File: src/rtl/led_cube_sched_pkg.sv
// ---------------------------------------------------------------------------
// led_cube_sched_pkg : shared types/constants for the LED-cube playlist scheduler
// Rev 1.0
// ---------------------------------------------------------------------------
`default_nettype none

package led_cube_sched_pkg;

  localparam int          SCHED_LOOP_W = 4;
  localparam logic [15:0] LFSR_SEED    = 16'hACE1;
  // Right-shifting Galois form of x^16+x^14+x^13+x^11+1
  localparam logic [15:0] LFSR_TAPS    = 16'hB400;

  typedef enum logic [2:0] {
    S_IDLE  = 3'd0,
    S_LOAD  = 3'd1,
    S_START = 3'd2,
    S_PLAY  = 3'd3,
    S_STOP  = 3'd4,
    S_GAP   = 3'd5
  } sched_state_e;

  typedef struct packed {
    logic [2:0]              anim_id;
    logic [SCHED_LOOP_W-1:0] loops;
  } pl_entry_t;

endpackage

`default_nettype wire

File: src/rtl/led_cube_sched_lfsr.sv
// ---------------------------------------------------------------------------
// led_cube_sched_lfsr : free-running 16-bit Galois LFSR used for shuffle order
// Rev 1.0
// ---------------------------------------------------------------------------
`default_nettype none

module led_cube_sched_lfsr
  import led_cube_sched_pkg::*;
(
  input  logic        clk,
  input  logic        rst_n,
  input  logic        i_step,
  output logic [15:0] o_state
);

  logic [15:0] r_state;

  always_ff @(posedge clk or negedge rst_n) begin
    if (!rst_n) begin
      r_state <= LFSR_SEED;
    end else if (i_step) begin
      r_state <= {1'b0, r_state[15:1]} ^ (r_state[0] ? LFSR_TAPS : 16'h0000);
    end
  end

  assign o_state = r_state;

endmodule

`default_nettype wire

File: src/rtl/led_cube_anim_scheduler.sv
// ---------------------------------------------------------------------------
// led_cube_anim_scheduler : playlist sequencer driving LED_cube_multi_frame
// Optional macro SCHED_SHUFFLE_EN selects LFSR-shuffled playback.   Rev 1.0
// ---------------------------------------------------------------------------
`default_nettype none

module led_cube_anim_scheduler
  import led_cube_sched_pkg::*;
#(
  parameter int PL_DEPTH   = 16,
  parameter int IDX_W      = 4,
  parameter int LOOP_W     = SCHED_LOOP_W,
  parameter int NUM_ANIM   = 5,
  parameter int GAP_CYCLES = 1000
) (
  input  logic              clk,
  input  logic              rst_n,
  input  logic              i_play_req,
  input  logic              i_skip_req,
  input  logic              i_stop_req,
  input  logic              i_repeat_en,
  input  logic [IDX_W:0]    i_pl_len,
  input  logic              i_pl_we,
  input  logic [IDX_W-1:0]  i_pl_waddr,
  input  logic [3+LOOP_W-1:0] i_pl_wdata,
  input  logic              i_anim_wrap,
  output logic              o_animate_start,
  output logic              o_animate_stop,
  output logic [3:0]        o_animation_sel,
  output logic              o_loop_mode,
  output logic [IDX_W-1:0]  o_cur_idx,
  output logic              o_busy,
  output logic              o_list_done
);

  localparam int GAP_W = $clog2(GAP_CYCLES + 1);

  sched_state_e     r_state;
  pl_entry_t        r_pl [PL_DEPTH];
  logic [IDX_W-1:0] r_idx;
  logic [LOOP_W-1:0] r_loops;
  logic [LOOP_W-1:0] r_loop_cnt;
  logic [GAP_W-1:0] r_gap_cnt;
  logic [2:0]       r_sel;
  logic             r_start;
  logic             r_stop;
  logic             r_busy;
  logic             r_done;

  pl_entry_t        w_ent;
  logic [IDX_W-1:0] w_next_idx;
  logic             w_adv_idle;

  assign w_ent = r_pl[r_idx];

`ifdef SCHED_SHUFFLE_EN
  logic [15:0]  w_lfsr;
  logic [IDX_W:0] w_pick;

  led_cube_sched_lfsr u_lfsr (
    .clk     (clk),
    .rst_n   (rst_n),
    .i_step  (1'b1),
    .o_state (w_lfsr)
  );

  // Modulo by repeated subtraction; PL_DEPTH passes cover the worst case len=1
  always_comb begin
    w_pick = {1'b0, w_lfsr[IDX_W-1:0]};
    for (int i = 0; i < PL_DEPTH; i++) begin
      if (w_pick >= i_pl_len) w_pick = w_pick - i_pl_len;
    end
    w_next_idx = w_pick[IDX_W-1:0];
    w_adv_idle = (i_pl_len == '0);
  end
`else
  logic w_last;

  // Evaluated at advance time so a shrunk pl_len (even 0) ends or wraps cleanly
  assign w_last = (({1'b0, r_idx} + {{IDX_W{1'b0}}, 1'b1}) >= i_pl_len);

  always_comb begin
    w_next_idx = w_last ? '0 : r_idx + IDX_W'(1);
    w_adv_idle = w_last && !i_repeat_en;
  end
`endif

  always_ff @(posedge clk or negedge rst_n) begin
    if (!rst_n) begin
      r_state    <= S_IDLE;
      r_idx      <= '0;
      r_loops    <= '0;
      r_loop_cnt <= '0;
      r_gap_cnt  <= '0;
      r_sel      <= '0;
      r_start    <= 1'b0;
      r_stop     <= 1'b0;
      r_busy     <= 1'b0;
      r_done     <= 1'b0;
      for (int i = 0; i < PL_DEPTH; i++) r_pl[i] <= '0;
    end else begin
      r_start <= 1'b0;
      r_done  <= 1'b0;
      if (i_pl_we) r_pl[i_pl_waddr] <= i_pl_wdata;

      if (r_state != S_IDLE && i_stop_req) begin
        r_state <= S_IDLE;
        r_stop  <= 1'b1;
        r_busy  <= 1'b0;
      end else begin
        case (r_state)
          S_IDLE: begin
            r_stop <= 1'b0;
            if (i_play_req && i_pl_len != '0) begin
              r_idx   <= '0;
              r_state <= S_LOAD;
              r_busy  <= 1'b1;
            end
          end
          S_LOAD: begin
            r_sel      <= w_ent.anim_id;
            r_loops    <= (w_ent.loops == '0) ? LOOP_W'(1) : w_ent.loops;
            r_loop_cnt <= '0;
            if (32'(w_ent.anim_id) >= NUM_ANIM) begin
              if (w_adv_idle) begin
                r_state <= S_IDLE;
                r_done  <= 1'b1;
                r_busy  <= 1'b0;
                r_stop  <= 1'b1;
              end else begin
                r_idx   <= w_next_idx;
                r_state <= S_LOAD;
              end
            end else begin
              r_state <= S_START;
              r_start <= 1'b1;
            end
          end
          S_START: r_state <= S_PLAY;
          S_PLAY: begin
            if (i_skip_req) begin
              r_state <= S_STOP;
              r_stop  <= 1'b1;
            end else if (i_anim_wrap) begin
              if (r_loop_cnt == r_loops - LOOP_W'(1)) begin
                r_state <= S_STOP;
                r_stop  <= 1'b1;
              end else begin
                r_loop_cnt <= r_loop_cnt + LOOP_W'(1);
              end
            end
          end
          S_STOP: begin
            r_gap_cnt <= GAP_W'(GAP_CYCLES - 1);
            r_state   <= S_GAP;
          end
          S_GAP: begin
            if (r_gap_cnt == '0) begin
              if (w_adv_idle) begin
                r_state <= S_IDLE;
                r_done  <= 1'b1;
                r_busy  <= 1'b0;
              end else begin
                r_idx   <= w_next_idx;
                r_state <= S_LOAD;
                r_stop  <= 1'b0;
              end
            end else begin
              r_gap_cnt <= r_gap_cnt - GAP_W'(1);
            end
          end
          default: r_state <= S_IDLE;
        endcase
      end
    end
  end

  assign o_animate_start = r_start;
  assign o_animate_stop  = r_stop;
  assign o_animation_sel = {1'b0, r_sel};
  assign o_loop_mode     = 1'b0;
  assign o_cur_idx       = r_idx;
  assign o_busy          = r_busy;
  assign o_list_done     = r_done;

endmodule

`default_nettype wire

File: config.mk
export PLATFORM = sky130hd
export DESIGN_NAME = led_cube_anim_scheduler
export DESIGN_NICKNAME = d
export VERILOG_FILES = /design/src/rtl/led_cube_sched_pkg.sv /design/src/rtl/led_cube_sched_lfsr.sv /design/src/rtl/led_cube_anim_scheduler.sv
export SDC_FILE = /design/constraint.sdc
export NUM_CORES = 1
export LEC_CHECK = 0
export ABC_AREA = 1
export ABC_CLOCK_PERIOD_IN_PS = 2700
export CORE_UTILIZATION = 54
export DETAILED_ROUTE_END_ITERATION = 10
export HOLD_SLACK_MARGIN = 0.1
export PLACE_DENSITY_LB_ADDON = 0.25
export SYNTH_ARGS = -nofsm -noshare
export SYNTH_HDL_FRONTEND = slang
export SYNTH_SLANG_ARGS = --single-unit
export TNS_END_PERCENT = 1
File: constraint.sdc
create_clock -name clk -period 2.7 [get_ports clk]
set_input_delay 0.27 -clock clk [delete_from_list [all_inputs] [get_ports clk]]
set_output_delay 0.27 -clock clk [all_outputs]
set_load 0.05 [all_outputs]
After elaboration in Yosys (flattened, before gate mapping):

Cells that the tools add are included.

* order comparisons: 5
* mux-type cells: 51
* equality and inequality tests: 20
* bitwise operators: 3
* reduce and logical (&&, ||, !) cells: 22
* add/sub/neg operators: 5

Operator list (count)
* $bwmux W112: 1
* $mux W4: 9
* $bmux W7 S4: 1
* $demux W7 S4: 1
* $mux W1: 21
* $mux W3: 7
* $mux W7: 3
* $pmux W10 S2: 1
* $pmux W3 S6: 1
* $ne A3 B3 Y1 const B: 5
* $ne A2 B2 Y1 const B: 7
* $pmux W4 S3: 1
* $ge A5 B5 Y1 const B: 2
* $logic_not A10 Y1: 1
* $mux W10: 1
* $not A4 Y5: 2
* $reduce_and A5 Y1: 2
* $reduce_bool A5 Y1: 2
* $sub A10 B1 Y10 const B: 1
* $add A4 B1 Y4 const B: 2
* $ne A4 B4 Y1 const B: 2
* $pmux W4 S2: 1
* $reduce_and A4 Y1: 2
* $reduce_and A7 Y1: 1
* 22 further kinds: 29

* word-level logic and storage cells: 148
* output and inout bits: 13
* bits in registers: 144
* input port bits: 24

Depth between registers and ports, before layout:

Gate-level depths: netlist of the first run.

* depth after elaboration: 8
* mapped depth: 18
* mapped depth without buffers: 17

Worst setup path before layout of the first run:

Ideal clock, no wire load.

* path kind: reg2reg
* start: register r_idx[0] (netlist: o_cur_idx[0])
* end: register r_idx[3] (netlist: o_cur_idx[3])
* stages on the path, launching flop included: 17
* arrival time: 2.813 ns
* required time: 2.583 ns
* clock period less this slack: 2.930 ns
* setup time: 0.117 ns
* buffers on the path: 3
* path slack: -0.230 ns
* path through: dfrtp_1 -> buf_2 -> buf_2 -> buf_2 -> nand2_1 -> xor2_1 -> inv_1 -> ha_1 -> nand2_1 -> o21a_1 -> nand3_1 -> nand3_1 -> nand2_1 -> nor2_1 -> nand3_1 -> nand2_1 -> nand2_1

* cells in the longest elaborated chain, start to end: 7
* elaborated cells on any way between the ends: 16
* classes of those cells: 2 x add/sub; 2 x order compare; 1 x eq/ne; 8 x mux; 1 x bitwise; 2 x reduce/logical

Ends and longest elaborated chain
* start: declaration: line led_cube_anim_scheduler.sv:40 `logic [IDX_W-1:0] r_idx;`
* start signal: assignment: line led_cube_anim_scheduler.sv:131 `r_idx <= w_next_idx;`
* start signal: assignment: line led_cube_anim_scheduler.sv:164 `r_idx <= w_next_idx;`
* parallel branches: the longest is 7 deep, another holds $add A4 B1 Y5

Parallel ways; which one is timed is not known. The select of a mux whose other input is x is not followed.
A chain may end at the register's enable or synchronous reset.

Worst setup path after layout of the first run:

* start: register r_idx[0] (netlist: o_cur_idx[0])
* end: register r_idx[0] (netlist: o_cur_idx[0])

The elaborated chain is that of the path after synthesis.

==> results of run 1 <==
==> stage by stage <==
stage	cell area (um2)	total power [W]
finish	8350	0.00800
global route	8350	0.00850
CTS	8350	0.00799
detailed placement	7740	0.00561
global placement	7740	0.00554
floorplan	7230	0.00487
==> state kept, by name, indices dropped and copies added (netlist names) <==
name             flops
o_animate_stop       1
r_loops              4
o_list_done          1
o_busy               1
o_animate_start      1
r_loop_cnt           4
r_sel                3
r_pl               112
r_gap_cnt           10
o_cur_idx            4
r_state              3
==> per-layer routing <==
metal / vias up / track usage [%] / part of all wire, %
li1: 3095 / - / -
met1: 2976 / 38.4 / 45
met2: 232 / 42.8 / 45
met3: 35 / 5.72 / 7.4
met4: 0 / 11.0 / 1.9
met5: - / 0 / 0
==> cells by family after synthesis <==
kind of cell	Yosys count	share of synthesized area, %
xor gates and xnor gates	7	0.850
and+or+nand+nor	422	24.2
buffers and inverters	146	8.08
adders and majority gates	9	1.56
DFF	144	49.9
other	1	0.0520
AOI/OAI and AO/OA	208	15.3
==> synthesized netlist by cell type, types with 5 or more instances <==
library cell,number,area (um2)
nand2_1,237,890
dfrtp_1,144,3600
nor2_1,97,364
o21ai_0,88,440
inv_1,86,323
nand3_1,54,270
a21oi_1,52,260
o21ai_1,44,220
clkbuf_1,22,82.6
buf_2,19,95.1
inv_2,14,52.6
nand4_1,13,81.3
ha_1,9,113
nor3_1,8,40.0
o211ai_1,7,52.6
o2111ai_1,5,43.8
==> area by class of cell <==
type,instances,area (um2),share of cell area [%]
sequential,144,3610,43.2
clock inverter,5,75.1,0.899
timing repair buffer,54,517,6.19
clock buffer,26,519,6.22
multi-input combinational,648,3040,36.4
tap,172,215,2.58
inverter,101,379,4.54
==> placed cells by master (no fill, tap or decap), drive strengths merged, types with 3 or more instances in the layout <==
cell and n:
buf 21, inv 100, o21ai 132, xnor2 3
o211ai 7, ha 9, clkdlybuf4s50 32, xor2 4
nand3 54, a21oi 52, nand4 13, clkinv 4
clkbuf 26, a31oi 4, dfrtp 144, nand2 239
nor2 101, nor3 11, o2111ai 5, or2 3
==> what timing repair did <==
item                       CTS  global route
setup buffers                0             0
hold endpoints to repair    70             0
setup endpoints to repair    0             4
hold buffers                 1             0
gates resized for setup      0             2
==> power groups by stage <==
stage	combinational [W]	clock, W	sequential, W
2_1_floorplan	0.00172	0	0.00315
3_3_place_gp	0.00251	0	0.00303
3_5_place_dp	0.00256	0	0.00304
4_1_cts	0.00260	0.00239	0.00301
5_1_grt	0.00295	0.00247	0.00308
6_report	0.00262	0.00236	0.00302
==> worst register-to-register path, stage by stage (launching register included) <==
cell	delay, ns
dfrtp_2	0.48
ha_1	0.25
xor2_1	0.21
ha_1	0.30
a21oi_1	0.15
o21a_1	0.15
nand3_1	0.10
nand3_1	0.13
nand2_1	0.08
nor2_2	0.18
nand3_2	0.15
nand2_1	0.09
nand2_1	0.05
==> worst paths after layout <==
path,depth (start not counted),slack (ns),end
worst max register to register,12,0.29,o_cur_idx[0]
worst min-delay path,2,0.42,r_pl[48]
worst max-delay path,12,0.29,o_cur_idx[0]
min in group clk,3,0.47,r_pl[41]
worst min register to register,2,0.48,r_pl[93]
max in group asynchronous,3,1.52,o_animate_start
==> out/metrics.csv, run 1 <==
metric,value,unit
peakVddDrop,0.000511,V
report.final.slew_viol_count,0,
p_per_area,957,nW/um2
required,3.01,ns
synthCells,937,
final.setup.tns,0,ns
avgSynthCellArea,7.70,um2
r2r_start,o_cur_idx[0],
cp_num_buf_inv,0,
ant_nets,0,
die_h,118,um
h-tree-depth,4,
grt.total_usage,27.7,%
max_stage_delay,0.48,ns
pre_cts_slack,0.200,ns
routabilityCongestion,0.886,
dp.final_hpwl,11900,um
path_class,reg -> reg,
ys_ff_latch,144,
fin_hold_ws,0.417,ns
clk_pin_slew,0.06,ns
core-area,12800,um2
hold_viol,0,
fin_crit,2.41,ns
die-width,118,um
crit_start,o_cur_idx[0],
antenna_found_initial,0,
rows,41,
clkLatencyLatePin,0.43,ns
clock_skew,0.00665,ns
crit_fanout,8,
timing.final.ws_setup,0.288,ns
drive_gt1_share,7.87,%
fin_nets,999,
ys_types,35,
cap_violations,0,
clockRootBuffer,clkbuf_16,
grt_pass1_vias,5914,
synth_warnings,0,
netlist_area,7210,um2
crit_slowest_cell,dfrtp_2,
maxSlewHeadroom,55.2,%
p_clk_share,29.5,%
p_switching,0.00290,W
clock_path_buffers,2,
finalCritPeriodShare,89.3,%
dieArea,13800,um2
rsz0062_at_grt,false,
grt_max_degree,73,
seq_area_frac_synth,49.9,%
io_pins,37,
drt-initial-drc-count,530,
synth-async-reset-ratio,100,%
first_pass_iters,5,
utilization,65.1,%
numCtsBuffers,17,
power.leakage,3.95,nW
dp_cells,1118,
worstSetupStartpointType,register,
numClockSinks,144,
crit_chain,"ha_1, xor2_1, ha_1, a21oi_1, o21a_1, nand3_1, nand3_1, nand2_1, nor2_2, nand3_2, nand2_1, nand2_1",
grt_first_pass_wirelength,29900,um
p_seq_share,37.8,%
worst_slew_pin_slew,0.672,ns
cp_top_family,simple AND/OR/NAND/NOR gates,
area_delta_synth_final,15.8,%
swShare,36.3,%
synth-main-ff-cell,dfrtp_1,
cp-end-kind,register,
setup-violations-final,0,
drc,0,
overflow,0,
p_int,0.00509,W
synth_edf_count,0,
min_path_type,in -> async,
start_util,56.3,%
io_buffers,34,
drt_wl_total,17800,um
viasPerCell,5.51,
status,"finished, final reports clean",
routedWlPerCell,15.5,um
tritoncts,done,
finalNonFillerCells,1150,
crit_arrival,2.73,ns
vias,6338,
max_freq,415,MHz
p_comb_share,32.8,%
n_fill_cell,1073,
diodes,0,
cpMostUsedCell,nand2_1,
(Power assumes the default switching activity.)
==> run 2, diff against run 1 <==
--- a/config.mk
+++ b/config.mk
@@ -14,4 +14,4 @@
 export SYNTH_ARGS = -nofsm -noshare
 export SYNTH_HDL_FRONTEND = slang
 export SYNTH_SLANG_ARGS = --single-unit
-export TNS_END_PERCENT = 1
+export TNS_END_PERCENT = 30
==> results of run 2 <==
The final DEF is identical to that of run 1; final timing and power are the same.
